--- config.mk ---
export PLATFORM = sky130hd
export DESIGN_NAME = ram_sp_bw_ctrl
export DESIGN_NICKNAME = d
export VERILOG_FILES = /design/src/rtl/ram_sp_bw_ctrl.sv
export SDC_FILE = /design/constraint.sdc
export NUM_CORES = 1
export LEC_CHECK = 0
export BUFFER_PORTS_ARGS = -buffer_cell sky130_fd_sc_hd__buf_2
export CORE_UTILIZATION = 33
export CTS_CLUSTER_DIAMETER = 150
export DETAILED_ROUTE_END_ITERATION = 10
export PLACE_DENSITY_LB_ADDON = 0.12
export SYNTH_ARGS = -nofsm -noshare
export SYNTH_HDL_FRONTEND = slang
export SYNTH_SLANG_ARGS = --single-unit
export TNS_END_PERCENT = 5
--- constraint.sdc ---
create_clock -name clk -period 5.6 [get_ports clk]
set_clock_uncertainty 0.15 [all_clocks]
set_input_delay 0.84 -clock clk [delete_from_list [all_inputs] [get_ports clk]]
set_output_delay 0.84 -clock clk [all_outputs]
set_load 0.02 [all_outputs]
--- src/rtl/ram_sp_bw_ctrl.sv ---
// Request front-end for a single-port byte-write RAM: valid/ready requests in,
// RAM port out, read data through a 2-entry response FIFO, plus a bulk-clear sweep.
module ram_sp_bw_ctrl #(
   parameter int BYTE_WIDTH_P = 4,
   parameter int ADDR_WIDTH_P = 8
) (
   input  logic                        clk,
   input  logic                        rst_n,
   input  logic                        req_valid,
   output logic                        req_ready,
   input  logic                        req_write,
   input  logic [ADDR_WIDTH_P-1:0]     req_address,
   input  logic [BYTE_WIDTH_P*8-1:0]   req_data,
   input  logic [BYTE_WIDTH_P-1:0]     req_mask,
   output logic                        rsp_valid,
   input  logic                        rsp_ready,
   output logic [BYTE_WIDTH_P*8-1:0]   rsp_data,
   input  logic                        clr_start,
   output logic                        clr_busy,
   output logic                        ram_enable,
   output logic                        ram_write_enable,
   output logic [ADDR_WIDTH_P-1:0]     ram_address,
   output logic [BYTE_WIDTH_P*8-1:0]   ram_data_ingress,
   output logic [BYTE_WIDTH_P-1:0]     ram_write_mask,
   input  logic [BYTE_WIDTH_P*8-1:0]   ram_data_egress
);

   localparam int DATA_W = BYTE_WIDTH_P * 8;

   typedef enum logic {
      RUN,
      CLEAR
   } state_t;

   state_t                  state;
   logic [ADDR_WIDTH_P-1:0] clr_addr;
   logic [DATA_W-1:0]       fifo_mem [2];
   logic                    wr_ptr;
   logic                    rd_ptr;
   logic [1:0]              fifo_count;
   logic                    rd_pending;
   logic [1:0]              credit;
   logic                    rsp_pop;
   logic                    read_ok;
   logic                    req_fire;
   logic                    issue_write;
   logic                    issue_read;

   // A read reserves a FIFO slot now; a pop in the same cycle frees one for it.
   assign rsp_pop     = rsp_valid && rsp_ready;
   assign credit      = fifo_count + {1'b0, rd_pending};
   assign read_ok     = (credit < 2'd2) || ((credit == 2'd2) && rsp_pop);
   assign req_ready   = (state == RUN) && !clr_start && (req_write || read_ok);
   assign req_fire    = req_valid && req_ready;
   assign issue_write = req_fire && req_write;
   assign issue_read  = req_fire && !req_write;

   assign rsp_valid = (fifo_count != 2'd0);
   assign rsp_data  = fifo_mem[rd_ptr];

   always_comb begin
      ram_enable       = 1'b0;
      ram_write_enable = 1'b0;
      ram_address      = '0;
      ram_data_ingress = '0;
      ram_write_mask   = '0;
      if (state == CLEAR) begin
         ram_enable       = 1'b1;
         ram_write_enable = 1'b1;
         ram_address      = clr_addr;
         ram_write_mask   = '1;
      end else if (issue_write) begin
         ram_enable       = 1'b1;
         ram_write_enable = 1'b1;
         ram_address      = req_address;
         ram_data_ingress = req_data;
         ram_write_mask   = req_mask;
      end else if (issue_read) begin
         ram_enable       = 1'b1;
         ram_address      = req_address;
      end
   end

   always_ff @(posedge clk or negedge rst_n) begin
      if (!rst_n) begin
         state    <= RUN;
         clr_busy <= 1'b0;
         clr_addr <= '0;
      end else begin
         case (state)
            RUN: begin
               if (clr_start) begin
                  state    <= CLEAR;
                  clr_busy <= 1'b1;
               end
            end
            CLEAR: begin
               if (clr_addr == '1) begin
                  state    <= RUN;
                  clr_busy <= 1'b0;
                  clr_addr <= '0;
               end else begin
                  clr_addr <= clr_addr + 1'b1;
               end
            end
            default: begin
               state    <= RUN;
               clr_busy <= 1'b0;
               clr_addr <= '0;
            end
         endcase
      end
   end

   // RAM read data arrives the cycle after issue and is captured unconditionally.
   always_ff @(posedge clk or negedge rst_n) begin
      if (!rst_n) begin
         rd_pending  <= 1'b0;
         wr_ptr      <= 1'b0;
         rd_ptr      <= 1'b0;
         fifo_count  <= 2'd0;
         fifo_mem[0] <= '0;
         fifo_mem[1] <= '0;
      end else begin
         rd_pending <= issue_read;
         if (rd_pending) begin
            fifo_mem[wr_ptr] <= ram_data_egress;
            wr_ptr           <= ~wr_ptr;
         end
         if (rsp_pop) begin
            rd_ptr <= ~rd_ptr;
         end
         case ({rd_pending, rsp_pop})
            2'b10:   fifo_count <= fifo_count + 2'd1;
            2'b01:   fifo_count <= fifo_count - 2'd1;
            default: fifo_count <= fifo_count;
         endcase
      end
   end

endmodule

# After elaboration in Yosys (flattened, before gate mapping)
# Cells that the tools add are included.
[classes] add_sub_neg=4 n_lt_le_gt_ge=4 n_eq_ne=6 mux=26 n_bitwise=5 n_reduce_logical=15
[op_table] cell="32-bit 2-to-1 mux" n=6
[op_table] cell="64-bit bitwise mux" n=1
[op_table] cell="32-bit demux with 1-bit select" n=1
[op_table] cell="8-bit 2-to-1 mux" n=4
[op_table] cell="1-bit 2-to-1 mux" n=9
[op_table] cell="8-bit by 1-bit adder with 8-bit output (second input constant)" n=1
[op_table] cell="8-bit == test (second input constant)" n=1
[op_table] cell="1-bit logical AND" n=8
[op_table] cell="4-bit 2-to-1 mux" n=2
[op_table] cell="2-bit == test (second input constant)" n=2
[op_table] cell="2-bit greater-or-equal comparator (second input constant)" n=2
[op_table] cell="1-bit inverter with 2-bit output" n=2
[op_table] cell="1-bit case mux with 2 select lines" n=2
[op_table] cell="2-bit case mux with 2 select lines" n=1
[op_table] cell="2-bit nonzero test" n=2
[op_table] cell="1-bit inverter" n=3
[op_table] cell="2-bit by 1-bit adder with 2-bit output" n=1
[op_table] cell="2-bit by 1-bit adder with 2-bit output (second input constant)" n=1
[op_table] cell="2-bit by 1-bit == test with 1-bit output (second input constant)" n=1
[op_table] cell="1-bit zero test" n=2
[op_table] cell="1-bit logical OR" n=2
[op_table] cell="2-bit by 1-bit less-than comparator with 1-bit output (second input constant)" n=1
[op_table] cell="2-bit less-than comparator (second input constant)" n=1
[op_table] cell="2-bit by 1-bit != test with 1-bit output (second input constant)" n=1
[op_table] cell="other kinds (3)" n=3
[totals] register_bits=79 input_bits=82 out_inout_bits=81 wordCells=69

# Depth between registers and ports, before layout
# Gate-level depths: netlist of the first run.
[depth] ltp_word=11 depth_mapped=6

# Worst setup path before layout of the first run
# Ideal clock, no wire load.
[synth_path] kind="input port to output port" start="in clr_start" end="out ram_address[6]" t_arrival_ns=1.851 setup_slack_ns=2.759 stages=4 cell_sequence="nor3b_4 > clkbuf_1 > nand2_1 > o21ai_0"
[synth_via] elab_chain_cells=8 word_cells_on_any_way=9 classes_between="3 x mux; 6 x reduce/logical"
[synth_rtl] element="start: declaration" line="18" source="input logic clr_start,"
[synth_rtl] element="1-bit zero test (*)" line="53" source="assign req_ready = (state == RUN) && !clr_start && (req_write || read_ok);"
[synth_rtl] element="1-bit logical AND (*) (2 in series)" line="53"
[synth_rtl] element="1-bit logical AND (*)" line="54" source="assign req_fire = req_valid && req_ready;"
[synth_rtl] element="1-bit logical AND" line="56" source="assign issue_read = req_fire && !req_write;"
[synth_rtl] element="8-bit 2-to-1 mux" line="78" source="end else if (issue_read) begin"
[synth_rtl] element="8-bit 2-to-1 mux (*)" line="72" source="end else if (issue_write) begin"
[synth_rtl] element="8-bit 2-to-1 mux (*)" line="67" source="if (state == CLEAR) begin"
[synth_rtl] element="end: declaration" line="22" source="output logic [ADDR_WIDTH_P-1:0] ram_address,"
# Mark *: on every way between the ends. The rest lies on a longest branch, timed or not.

# Worst setup path after layout of the first run
[layout_path] start="reg state" end="out ram_write_mask[0]"
[layout_via] elab_chain_cells=7
[layout_rtl] element="start: declaration" line="35" source="state_t state;"
[layout_rtl] element="start signal: assignment" line="86" source="state <= RUN;"
[layout_rtl] element="start signal: assignment" line="93" source="state <= CLEAR;"
[layout_rtl] element="start signal: assignment" line="99" source="state <= RUN;"
[layout_rtl] element="1-bit inverter"
[layout_rtl] element="1-bit logical AND (2 in series)" line="53"
[layout_rtl] element="1-bit logical AND" line="54"
[layout_rtl] element="1-bit logical AND" line="55" source="assign issue_write = req_fire && req_write;"
[layout_rtl] element="4-bit 2-to-1 mux" line="72"
[layout_rtl] element="4-bit 2-to-1 mux (*)" line="67"
[layout_rtl] element="end: declaration" line="24" source="output logic [BYTE_WIDTH_P-1:0] ram_write_mask,"
# Marks and branches as above.

==> results of run 1 <==
## per-layer routing
metal  routed length (µm)  part of all wire  global-route usage
met4                   99             0.011              0.0423
met1                 4000              0.44               0.185
met3                  431             0.048              0.0611
met5                    0                 0                   0
met2                 4500              0.50               0.243
## worst paths after layout
path	from	to	cells past startpoint	slack, ps
max	state$_DFF_PN0_	ram_write_mask[0]	4	1820
min	fifo_mem[21]$_DFFE_PN0P_	fifo_mem[21]$_DFFE_PN0P_	1	350
max reg2reg	state$_DFF_PN0_	rd_pending$_DFF_PN0_	2	3280
min reg2reg	fifo_mem[21]$_DFFE_PN0P_	fifo_mem[21]$_DFFE_PN0P_	1	350
max in group asynchronous	rst_n	rd_ptr$_DFFE_PN0P_	1	4130
min in group asynchronous	rst_n	fifo_mem[38]$_DFFE_PN0P_	1	520
## worst max-delay path, cell delays in order (launching register included)
cell and delay, ps:
sky130_fd_sc_hd__dfrtp_1 690, sky130_fd_sc_hd__nor3b_4 1130, sky130_fd_sc_hd__and2_1 340, sky130_fd_sc_hd__a21o_1 140, sky130_fd_sc_hd__buf_2 160
## cells by family (layout without fill, tap and decap cells)
| family | Yosys count | in the layout | share of synthesized area |
|---|---|---|---|
| xor gates and xnor gates | 8 | 8 | 0.0181 |
| adders and majority gates | 3 | 3 | 0.00968 |
| muxes | 97 | 97 | 0.281 |
| buffers and inverters | 25 | 180 | 0.0300 |
| DFF | 79 | 79 | 0.510 |
| and+or+nand+nor | 61 | 61 | 0.0962 |
| AOI/OAI and AO/OA | 28 | 28 | 0.0546 |
## flip-flops by register name (all words and copies together) (netlist names)
signal / count
clr_addr: 8
clr_busy: 1
fifo_count: 2
fifo_mem: 64
rd_pending: 1
rd_ptr: 1
state: 1
wr_ptr: 1
## synthesized netlist by cell type
cell type | number | share of area
sky130_fd_sc_hd__mux2i_1 | 1 | 0.0026
sky130_fd_sc_hd__inv_1 | 4 | 0.0039
sky130_fd_sc_hd__a32o_1 | 7 | 0.018
sky130_fd_sc_hd__nand4_1 | 3 | 0.0048
sky130_fd_sc_hd__or3b_1 | 1 | 0.0023
sky130_fd_sc_hd__ha_1 | 3 | 0.0097
sky130_fd_sc_hd__clkbuf_1 | 8 | 0.0077
sky130_fd_sc_hd__o32ai_1 | 1 | 0.0023
sky130_fd_sc_hd__and3b_1 | 1 | 0.0023
sky130_fd_sc_hd__nor2b_1 | 1 | 0.0016
sky130_fd_sc_hd__nand2_1 | 6 | 0.0058
sky130_fd_sc_hd__a21o_1 | 4 | 0.0077
sky130_fd_sc_hd__xor2_1 | 4 | 0.0090
sky130_fd_sc_hd__dfrtp_1 | 79 | 0.51
sky130_fd_sc_hd__o21ai_0 | 5 | 0.0065
sky130_fd_sc_hd__a21oi_1 | 4 | 0.0052
sky130_fd_sc_hd__xnor2_1 | 4 | 0.0090
sky130_fd_sc_hd__nor3_1 | 1 | 0.0013
sky130_fd_sc_hd__or3_1 | 1 | 0.0016
sky130_fd_sc_hd__or2_2 | 2 | 0.0032
sky130_fd_sc_hd__buf_1 | 1 | 0.00097
sky130_fd_sc_hd__and2_1 | 2 | 0.0032
sky130_fd_sc_hd__a31oi_1 | 1 | 0.0016
sky130_fd_sc_hd__nand2b_2 | 1 | 0.0023
sky130_fd_sc_hd__o32a_2 | 1 | 0.0029
sky130_fd_sc_hd__nor3b_1 | 1 | 0.0019
sky130_fd_sc_hd__nand3_1 | 2 | 0.0026
sky130_fd_sc_hd__a41oi_1 | 1 | 0.0023
sky130_fd_sc_hd__nor2_1 | 6 | 0.0058
sky130_fd_sc_hd__o41ai_1 | 1 | 0.0023
sky130_fd_sc_hd__o31ai_1 | 1 | 0.0019
sky130_fd_sc_hd__mux2_2 | 96 | 0.28
sky130_fd_sc_hd__o22ai_1 | 1 | 0.0016
sky130_fd_sc_hd__a31o_2 | 1 | 0.0023
sky130_fd_sc_hd__nor3b_4 | 1 | 0.0048
sky130_fd_sc_hd__buf_2 | 9 | 0.012
sky130_fd_sc_hd__and3_1 | 29 | 0.047
sky130_fd_sc_hd__and3_2 | 3 | 0.0058
sky130_fd_sc_hd__buf_4 | 3 | 0.0058
## cell type report
cell class | instances | area (µm²) | area share
Sequential cell | 79 | 1980 | 0.392
Multi-Input combinational cell | 197 | 1790 | 0.356
Timing Repair Buffer | 163 | 821 | 0.163
Clock buffer | 11 | 243 | 0.0482
Tap cell | 143 | 179 | 0.0355
Inverter | 4 | 15.0 | 0.00298
Clock inverter | 2 | 10.0 | 0.00199
## power by group
part           total (µW)  switching (µW)  leakage [µW]  internal (µW)
sequential            703            67.2      0.000989            635
clock                 512             209      0.000127            303
combinational         587             320       0.00154            266
total                1800             597       0.00266           1200
## metrics by stage
| stage | utilization | cells | setup slack, ps | hold slack, ps |
|---|---|---|---|---|
| after floorplan | - | 301 | 2760 | 313 |
| after global placement | 0.419 | 586 | 2090 | 331 |
| after detailed placement | 0.419 | 586 | 2040 | 337 |
| after CTS | 0.441 | 599 | 1860 | 352 |
| after global routing | 0.441 | 599 | 1590 | 362 |
| final | 0.441 | 599 | 1820 | 349 |
==> flow_metrics.py, run 1 <==
metrics = {
    "run_status": {
        "outcome": "finished clean",
    },
    "global_route": {
        "grt_pass1_wl_um": 13700,
        "grt.overflow.total": 0,
        "grt_antenna_before_repair": 0,
        "grt.total_usage": 0.151,
        "grt_pass1_vias": 2731,
        "grt_max_degree": 80,
    },
    "sta": {
        "setup_viol_count_final": 0,
        "fin_setup_tns_ps": 0,
        "worstMarginPinSlew_ps": 1250,
        "final_hold_viol_count": 0,
        "grt_setup_unrepaired": "no",
        "final_min_period_over_clock_period": 0.675,
        "max_slew_headroom": 0.164,
        "final_period_minus_worst_setup_slack_ps": 3780,
        "maxClockFrequency_mhz": 265,
        "maxSlewViolCount": 0,
    },
    "cells_and_area": {
        "design_area_um2": 5040,
        "mostFrequentLayoutCell": "sky130_fd_sc_hd__buf_2",
        "nNetsFinal": 539,
        "area_growth_pct": 30.0,
        "final_layout_size_suffix_gt1_frac": 0.618,
        "num_antenna_cells": 0,
        "fillers": 1127,
        "layout_common_cells": "sky130_fd_sc_hd__buf_2, sky130_fd_sc_hd__mux2_2, sky130_fd_sc_hd__dfrtp_1",
    },
    "synthesis": {
        "synth_nets": 386,
        "synth.avg_cell_area_um2": 12.9,
        "syn_area_um2": 3880,
        "syn_inst": 301,
        "count_of_different_cell_masters_after_synthesis": 39,
        "seq_area_frac_synth": 0.510,
        "synth_warn": 0,
        "postSynthRegisterBits": 79,
    },
    "routing": {
        "drt-pass1-iter-count": 4,
        "drt_wl_total_um": 9040,
        "drtIter0Drc": 74,
        "route.detailed.wl_per_inst_um": 15.1,
        "vias": 2901,
        "ant_nets": 0,
        "drt_drc_violations_left": 0,
        "routed_via_density": 4.84,
    },
    "floorplanning": {
        "full_die_area_um2": 12200,
        "initial_core_util": 0.339,
        "die_h_um": 110,
        "core_um2": 11400,
        "core.rowCount": 39,
        "boundaryPins": 163,
        "dieWidth_um": 110,
    },
    "setup_path": {
        "cp.required_ps": 4610,
        "critPathMaxFanout": 42,
        "criticalPathCategory": "flip-flop to output port",
        "cp-start-kind": "flip-flop",
        "endpoint_kind": "output port",
        "critical_path_arrival_ps": 2790,
    },
    "clock_tree": {
        "holdBufCountCts": 0,
        "cts_h_tree_lvls": 3,
        "cts-resized-gates": 0,
        "clk_path_buf_depth": 2,
        "clock_sink_count": 79,
        "cts_tree": "yes",
        "post_cts_buffers": 0,
        "cts_root_buffer": "sky130_fd_sc_hd__clkbuf_16",
        "clkLatencyLatePin_ps": 330,
        "cts_made_buffers": 9,
        "cts.reportedPaths.clkPinSlew_ps": 60,
    },
    "power": {
        "p_leak_uw": 0.00266,
        "design_power_total_uw": 1800,
        "power.ir.vdd_worst_uv": 238,
        "powerDensity_nw_per_um2": 358,
    },
    "worst_hold_path": {
        "hp-class": "flip-flop to flip-flop",
    },
    "placement": {
        "gp_routability_congestion": 0.739,
        "port_buffers": 162,
        "placedInstanceArea_um2": 4780,
        "detailed_place_hpwl_um": 6120,
    },
    "job": {
        "drv.max_cap_violation_count": 0,
    },
}
No activity file was read; power rests on OpenSTA's default activity.
==> inputs of run 2 (changes only) <==
Clock period 5.6 ns to 3.3 ns, I/O delays scaled along.
==> flow_metrics.py, run 2 (synthesis results as in run 1) <==
metrics = {
    "run_status": {
        "outcome": "finished clean",
    },
    "setup_path": {
        "worst_path_max_delay_cell": "sky130_fd_sc_hd__dfrtp_1",
        "criticalPathCategory": "flip-flop to output port",
        "r2r_cells": 2,
        "crit_start": "fifo_count[0]$_DFFE_PN0P_",
        "r2r_end": "fifo_mem[23]$_DFFE_PN0P_",
        "timing.critical_path.max_delay_family": "compound AO/OA/AOI/OAI gates",
        "r2r_slack_ps": 1480,
        "critical_path.cell_chain": "ha_1 > or3b_1 > o32a_2 > a31o_2 > buf_2",
        "cpPeakStageDelay_ps": 440,
        "critical_path_arrival_ps": 2060,
        "critPathMaxFanout": 8,
        "cp-start-kind": "flip-flop",
        "endpoint_kind": "output port",
        "cp.required_ps": 2650,
        "worst-path-stages": 5,
        "worst-path-buf-inv": 1,
        "critical_path.reg2reg.startpoint": "wr_ptr$_DFFE_PN0P_",
    },
    "clock_tree": {
        "holdBufCountCts": 0,
        "cts_tree": "yes",
        "cts.reportedPaths.clkPinSlew_ps": 60,
        "cts_root_buffer": "sky130_fd_sc_hd__clkbuf_16",
        "clk_path_buf_depth": 2,
        "clkLatencyLatePin_ps": 330,
        "post_cts_buffers": 0,
        "cts-resized-gates": 0,
        "cts_h_tree_lvls": 3,
        "cts_made_buffers": 9,
        "clock_sink_count": 79,
    },
    "cells_and_area": {
        "mostFrequentLayoutCell": "sky130_fd_sc_hd__buf_2",
        "final_layout_size_suffix_gt1_frac": 0.626,
        "max_flop_register": "fifo_mem",
        "num_antenna_cells": 0,
        "layout_common_cells": "sky130_fd_sc_hd__buf_2, sky130_fd_sc_hd__mux2_2, sky130_fd_sc_hd__dfrtp_1",
        "finish.utilization": 0.451,
        "largest_reg_flops": 64,
        "nNetsFinal": 543,
        "layout_top_registers": "fifo_mem (64), clr_addr (8), fifo_count (2)",
        "final_cells": 606,
        "area_growth_pct": 32.8,
    },
    "global_route": {
        "grt.overflow.total": 0,
        "grt_antenna_before_repair": 0,
        "global_route_met2_usage": 0.240,
        "top_usage_layer": "met2",
        "grt.total_usage": 0.147,
        "grt_max_degree": 80,
        "grt_pass1_wl_um": 13600,
        "global_route_met3_utilization": 0.0400,
        "groute.layer.met1.usage": 0.186,
        "grt_pass1_vias": 2712,
    },
    "floorplanning": {
        "dieWidth_um": 110,
        "full_die_area_um2": 12200,
        "die_h_um": 110,
        "boundaryPins": 163,
        "initial_core_util": 0.339,
        "core.rowCount": 39,
        "core_um2": 11400,
    },
    "sta": {
        "final_hold_viol_count": 0,
        "fin_setup_tns_ps": 0,
        "grt_setup_unrepaired": "no",
        "hold-worst-slack_ps": 186,
        "final_period_minus_worst_setup_slack_ps": 2700,
        "maxSlewViolCount": 0,
        "worstMarginPinSlew_ps": 1000,
        "final_min_period_over_clock_period": 0.820,
        "max_slew_headroom": 0.332,
        "setup_viol_count_final": 0,
        "maxClockFrequency_mhz": 370,
    },
    "power": {
        "power.ir.vdd_worst_uv": 351,
        "powerDensity_nw_per_um2": 637,
        "p_leak_uw": 0.00271,
        "design_power_total_uw": 3280,
    },
    "routing": {
        "ant_nets": 0,
        "route.detailed.wl_per_inst_um": 15.0,
        "routed_via_density": 4.88,
        "drt-pass1-iter-count": 4,
        "vias": 2955,
        "drt_wl_total_um": 9110,
        "drt_drc_violations_left": 0,
        "drtIter0Drc": 89,
    },
    "placement": {
        "detailed_place_hpwl_um": 6320,
        "port_buffers": 162,
        "place_inst": 590,
        "gp_routability_congestion": 0.715,
    },
    "worst_hold_path": {
        "hp-class": "input port to asynchronous set/reset pin",
    },
    "job": {
        "drv.max_cap_violation_count": 0,
    },
}
## run 2: changes by cell type in the layout (fill, tap and decap cells not counted), sizes merged
cell,before,now
clkinv,2,1
inv,4,5
clkbuf,11,10
clkinvlp,0,2
buf,163,167
bufinv,0,2
## run 2: worst max-delay path by stage
stage                     end  slack, ps
2_1_floorplan  ram_address[6]       1120
3_3_place_gp       ram_enable        850
3_5_place_dp       ram_enable        820
4_1_cts            ram_enable        570
5_1_grt        ram_address[7]        490
6_report           ram_enable        600
## run 2: routing by layer
layer  vias to the layer above  wire (µm)
met2                        64       4450
met3                        12        393
met4                         0        120
li1                       1420          -
met5                         -          0
met1                      1459       4150
## run 2: per-stage QoR
step | instance area (µm²) | setup WS [ps]
2_1_floorplan | 3880 | 1120
3_3_place_gp | 4810 | 849
3_5_place_dp | 4810 | 819
4_1_cts | 5150 | 574
5_1_grt | 5150 | 486
6_report | 5150 | 596
## run 2: worst reg2reg max path, delay by kind of cell (launching register included)
kind | cells | cell delay [ps]
DFF | 1 | 440
and+or+nand+nor | 1 | 650
muxes | 1 | 460
## run 2: final cells by class
class / count / area [µm²]
fillers: 1115 / 6270
flip-flops and latches: 79 / 1980
multi-input cells: 197 / 1790
repair buffers: 167 / 851
clock buffers: 10 / 239
well taps: 143 / 179
clock inverters: 6 / 92.6
inverters: 4 / 15.0
## run 2: where the power goes
part / switching [µW] / internal (µW) / total [µW]
Clock: 391 / 686 / 1080
Combinational: 549 / 461 / 1010
Sequential: 111 / 1080 / 1190
Total: 1050 / 2220 / 3280
==> inputs of run 3 (changes only) <==
Clock period 3.3 ns to 2.3 ns, I/O delays scaled along.
==> flow_metrics.py, run 3 (synthesis results as in run 1) <==
metrics = {
    "run_status": {
        "outcome": "finished with violations",
        "violations": "negative setup slack",
    },
    "clock_tree": {
        "cts_h_tree_lvls": 3,
        "clkLatencyLatePin_ps": 330,
        "cts_tree": "yes",
        "clock_sink_count": 79,
        "cts_root_buffer": "sky130_fd_sc_hd__clkbuf_16",
        "cts.reportedPaths.clkPinSlew_ps": 60,
        "clk_path_buf_depth": 2,
        "cts_made_buffers": 9,
    },
    "sta": {
        "maxClockFrequency_mhz": 423,
        "final_period_minus_worst_setup_slack_ps": 2370,
        "final_hold_viol_count": 0,
        "maxSlewViolCount": 0,
        "worstMarginPinSlew_ps": 538,
        "setup_viol_count_final": 8,
        "final_min_period_over_clock_period": 1.03,
        "grt_setup_unrepaired": "yes",
        "max_slew_headroom": 0.641,
        "post-route-worst-setup-slack_ps": -65.1,
    },
    "global_route": {
        "grt_antenna_before_repair": 0,
        "grt.overflow.total": 0,
        "grt.total_usage": 0.156,
        "grt_max_degree": 41,
        "grt_pass1_vias": 2826,
        "grt_pass1_wl_um": 14300,
    },
    "cells_and_area": {
        "final_cells": 613,
        "largest_reg_flops": 64,
        "design_area_um2": 5290,
        "area_growth_pct": 36.4,
        "layout_common_cells": "sky130_fd_sc_hd__buf_2, sky130_fd_sc_hd__mux2_2, sky130_fd_sc_hd__dfrtp_1",
        "layout_top_registers": "fifo_mem (64), clr_addr (8), fifo_count (2)",
        "max_flop_register": "fifo_mem",
        "mostFrequentLayoutCell": "sky130_fd_sc_hd__buf_2",
        "nNetsFinal": 551,
        "num_antenna_cells": 0,
        "final_layout_size_suffix_gt1_frac": 0.634,
    },
    "floorplanning": {
        "core_um2": 11400,
        "dieWidth_um": 110,
        "full_die_area_um2": 12200,
        "core.rowCount": 39,
        "boundaryPins": 163,
        "initial_core_util": 0.339,
        "die_h_um": 110,
    },
    "setup_path": {
        "cp.required_ps": 1800,
        "criticalPathCategory": "flip-flop to output port",
        "crit_path_end": "ram_address[3]",
        "r2r_cells": 6,
        "worst-path-stages": 5,
        "critical_path.cell_chain": "ha_4 > or3b_4 > o32a_4 > a32o_1 > buf_6",
        "critical_path_arrival_ps": 1870,
        "crit_start": "rd_pending$_DFF_PN0_",
        "r2r_slack_ps": 430,
        "worst_path_max_delay_cell": "sky130_fd_sc_hd__dfrtp_1",
        "cpPeakStageDelay_ps": 380,
        "critical_path.reg2reg.startpoint": "fifo_count[0]$_DFFE_PN0P_",
        "endpoint_kind": "output port",
        "cp-start-kind": "flip-flop",
        "r2r_end": "fifo_count[1]$_DFFE_PN0P_",
        "timing.critical_path.max_delay_family": "compound AO/OA/AOI/OAI gates",
        "critPathMaxFanout": 8,
        "worst-path-buf-inv": 1,
    },
    "routing": {
        "route.detailed.wl_per_inst_um": 15.3,
        "vias": 3011,
        "drt-pass1-iter-count": 4,
        "ant_nets": 0,
        "drtIter0Drc": 98,
        "routed_via_density": 4.91,
        "drt_drc_violations_left": 0,
        "drt_wl_total_um": 9400,
    },
    "worst_hold_path": {
        "hp-class": "input port to flip-flop",
        "hold-path-cell-count": 2,
    },
    "power": {
        "power.ir.vdd_worst_uv": 551,
        "power.clock.fraction": 0.292,
        "p_comb_frac": 0.342,
        "internal-power_uw": 3140,
        "powerDensity_nw_per_um2": 883,
        "p_leak_uw": 0.00278,
        "power.share.switching": 0.327,
        "p_switching_uw": 1530,
        "pwr-share-seq": 0.366,
    },
    "placement": {
        "place_inst": 595,
        "placedInstanceArea_um2": 4890,
        "detailed_place_hpwl_um": 6540,
        "port_buffers": 162,
        "gp_routability_congestion": 0.768,
    },
    "job": {
        "drv.max_cap_violation_count": 0,
    },
}
run 3: changes by cell type in the layout (fill, tap and decap cells not counted), sizes merged:
| cell | before | now |
|---|---|---|
| clkinvlp | 2 | 0 |
| dlygate4sd3 | 0 | 1 |
| buf | 167 | 174 |
| clkinv | 1 | 4 |
| inv | 5 | 4 |
| bufinv | 2 | 1 |
run 3: area by class of cell:
| type | count | area (µm²) |
|---|---|---|
| Clock buffer | 10 | 229 |
| Clock inverter | 5 | 50.0 |
| Timing Repair Buffer | 175 | 1000 |
| Multi-Input combinational cell | 197 | 1840 |
| Sequential cell | 79 | 1980 |
| Fill cell | 1091 | 6130 |
| Tap cell | 143 | 179 |
| Inverter | 4 | 15.0 |
run 3: how the worst min path moves through the flow:
stage,endpoint,start,slack (ps)
2_1_floorplan,clr_addr[0]$_DFFE_PN0P_,rst_n,-100
3_5_place_dp,fifo_mem[38]$_DFFE_PN0P_,rst_n,220
3_3_place_gp,fifo_mem[38]$_DFFE_PN0P_,rst_n,220
4_1_cts,fifo_mem[5]$_DFFE_PN0P_,ram_data_egress[5],90
5_1_grt,fifo_mem[39]$_DFFE_PN0P_,ram_data_egress[7],100
6_report,fifo_mem[20]$_DFFE_PN0P_,ram_data_egress[20],110
run 3: metal layers:
| metal | global-route usage | wire, µm |
|---|---|---|
| met3 | 0.0429 | 460 |
| met1 | 0.197 | 4090 |
| met5 | 0 | 0 |
| met2 | 0.255 | 4690 |
| met4 | 0.0573 | 166 |
run 3: timing repair:
item,CTS,global route
buffers inserted,2,0
hold buffers,1,0
gates resized for setup,21,2
pin swaps,10,0
endpoints found under the hold margin,39,0
endpoints found under the setup margin,10,10
run 3: power groups by stage:
stage          combinational, µW  sequential, µW  clock [µW]
2_1_floorplan               1050            1660           0
3_3_place_gp                1500            1730           0
3_5_place_dp                1510            1730           0
4_1_cts                     1620            1710        1410
5_1_grt                     1720            1740        1460
6_report                    1590            1710        1360
run 3: stage by stage:
stage / setup slack [ps] / total power [µW] / utilization / hold slack [ps] / TNS (ps)
3_5_place_dp: 134 / 3240 / 0.428 / 222 / 0
2_1_floorplan: 275 / 2720 / - / -101 / 0
5_1_grt: -135 / 4920 / 0.463 / 99.0 / -955
4_1_cts: -63.4 / 4730 / 0.462 / 90.5 / -516
6_report: -65.1 / 4670 / 0.463 / 106 / -447
3_3_place_gp: 159 / 3230 / 0.428 / 217 / 0
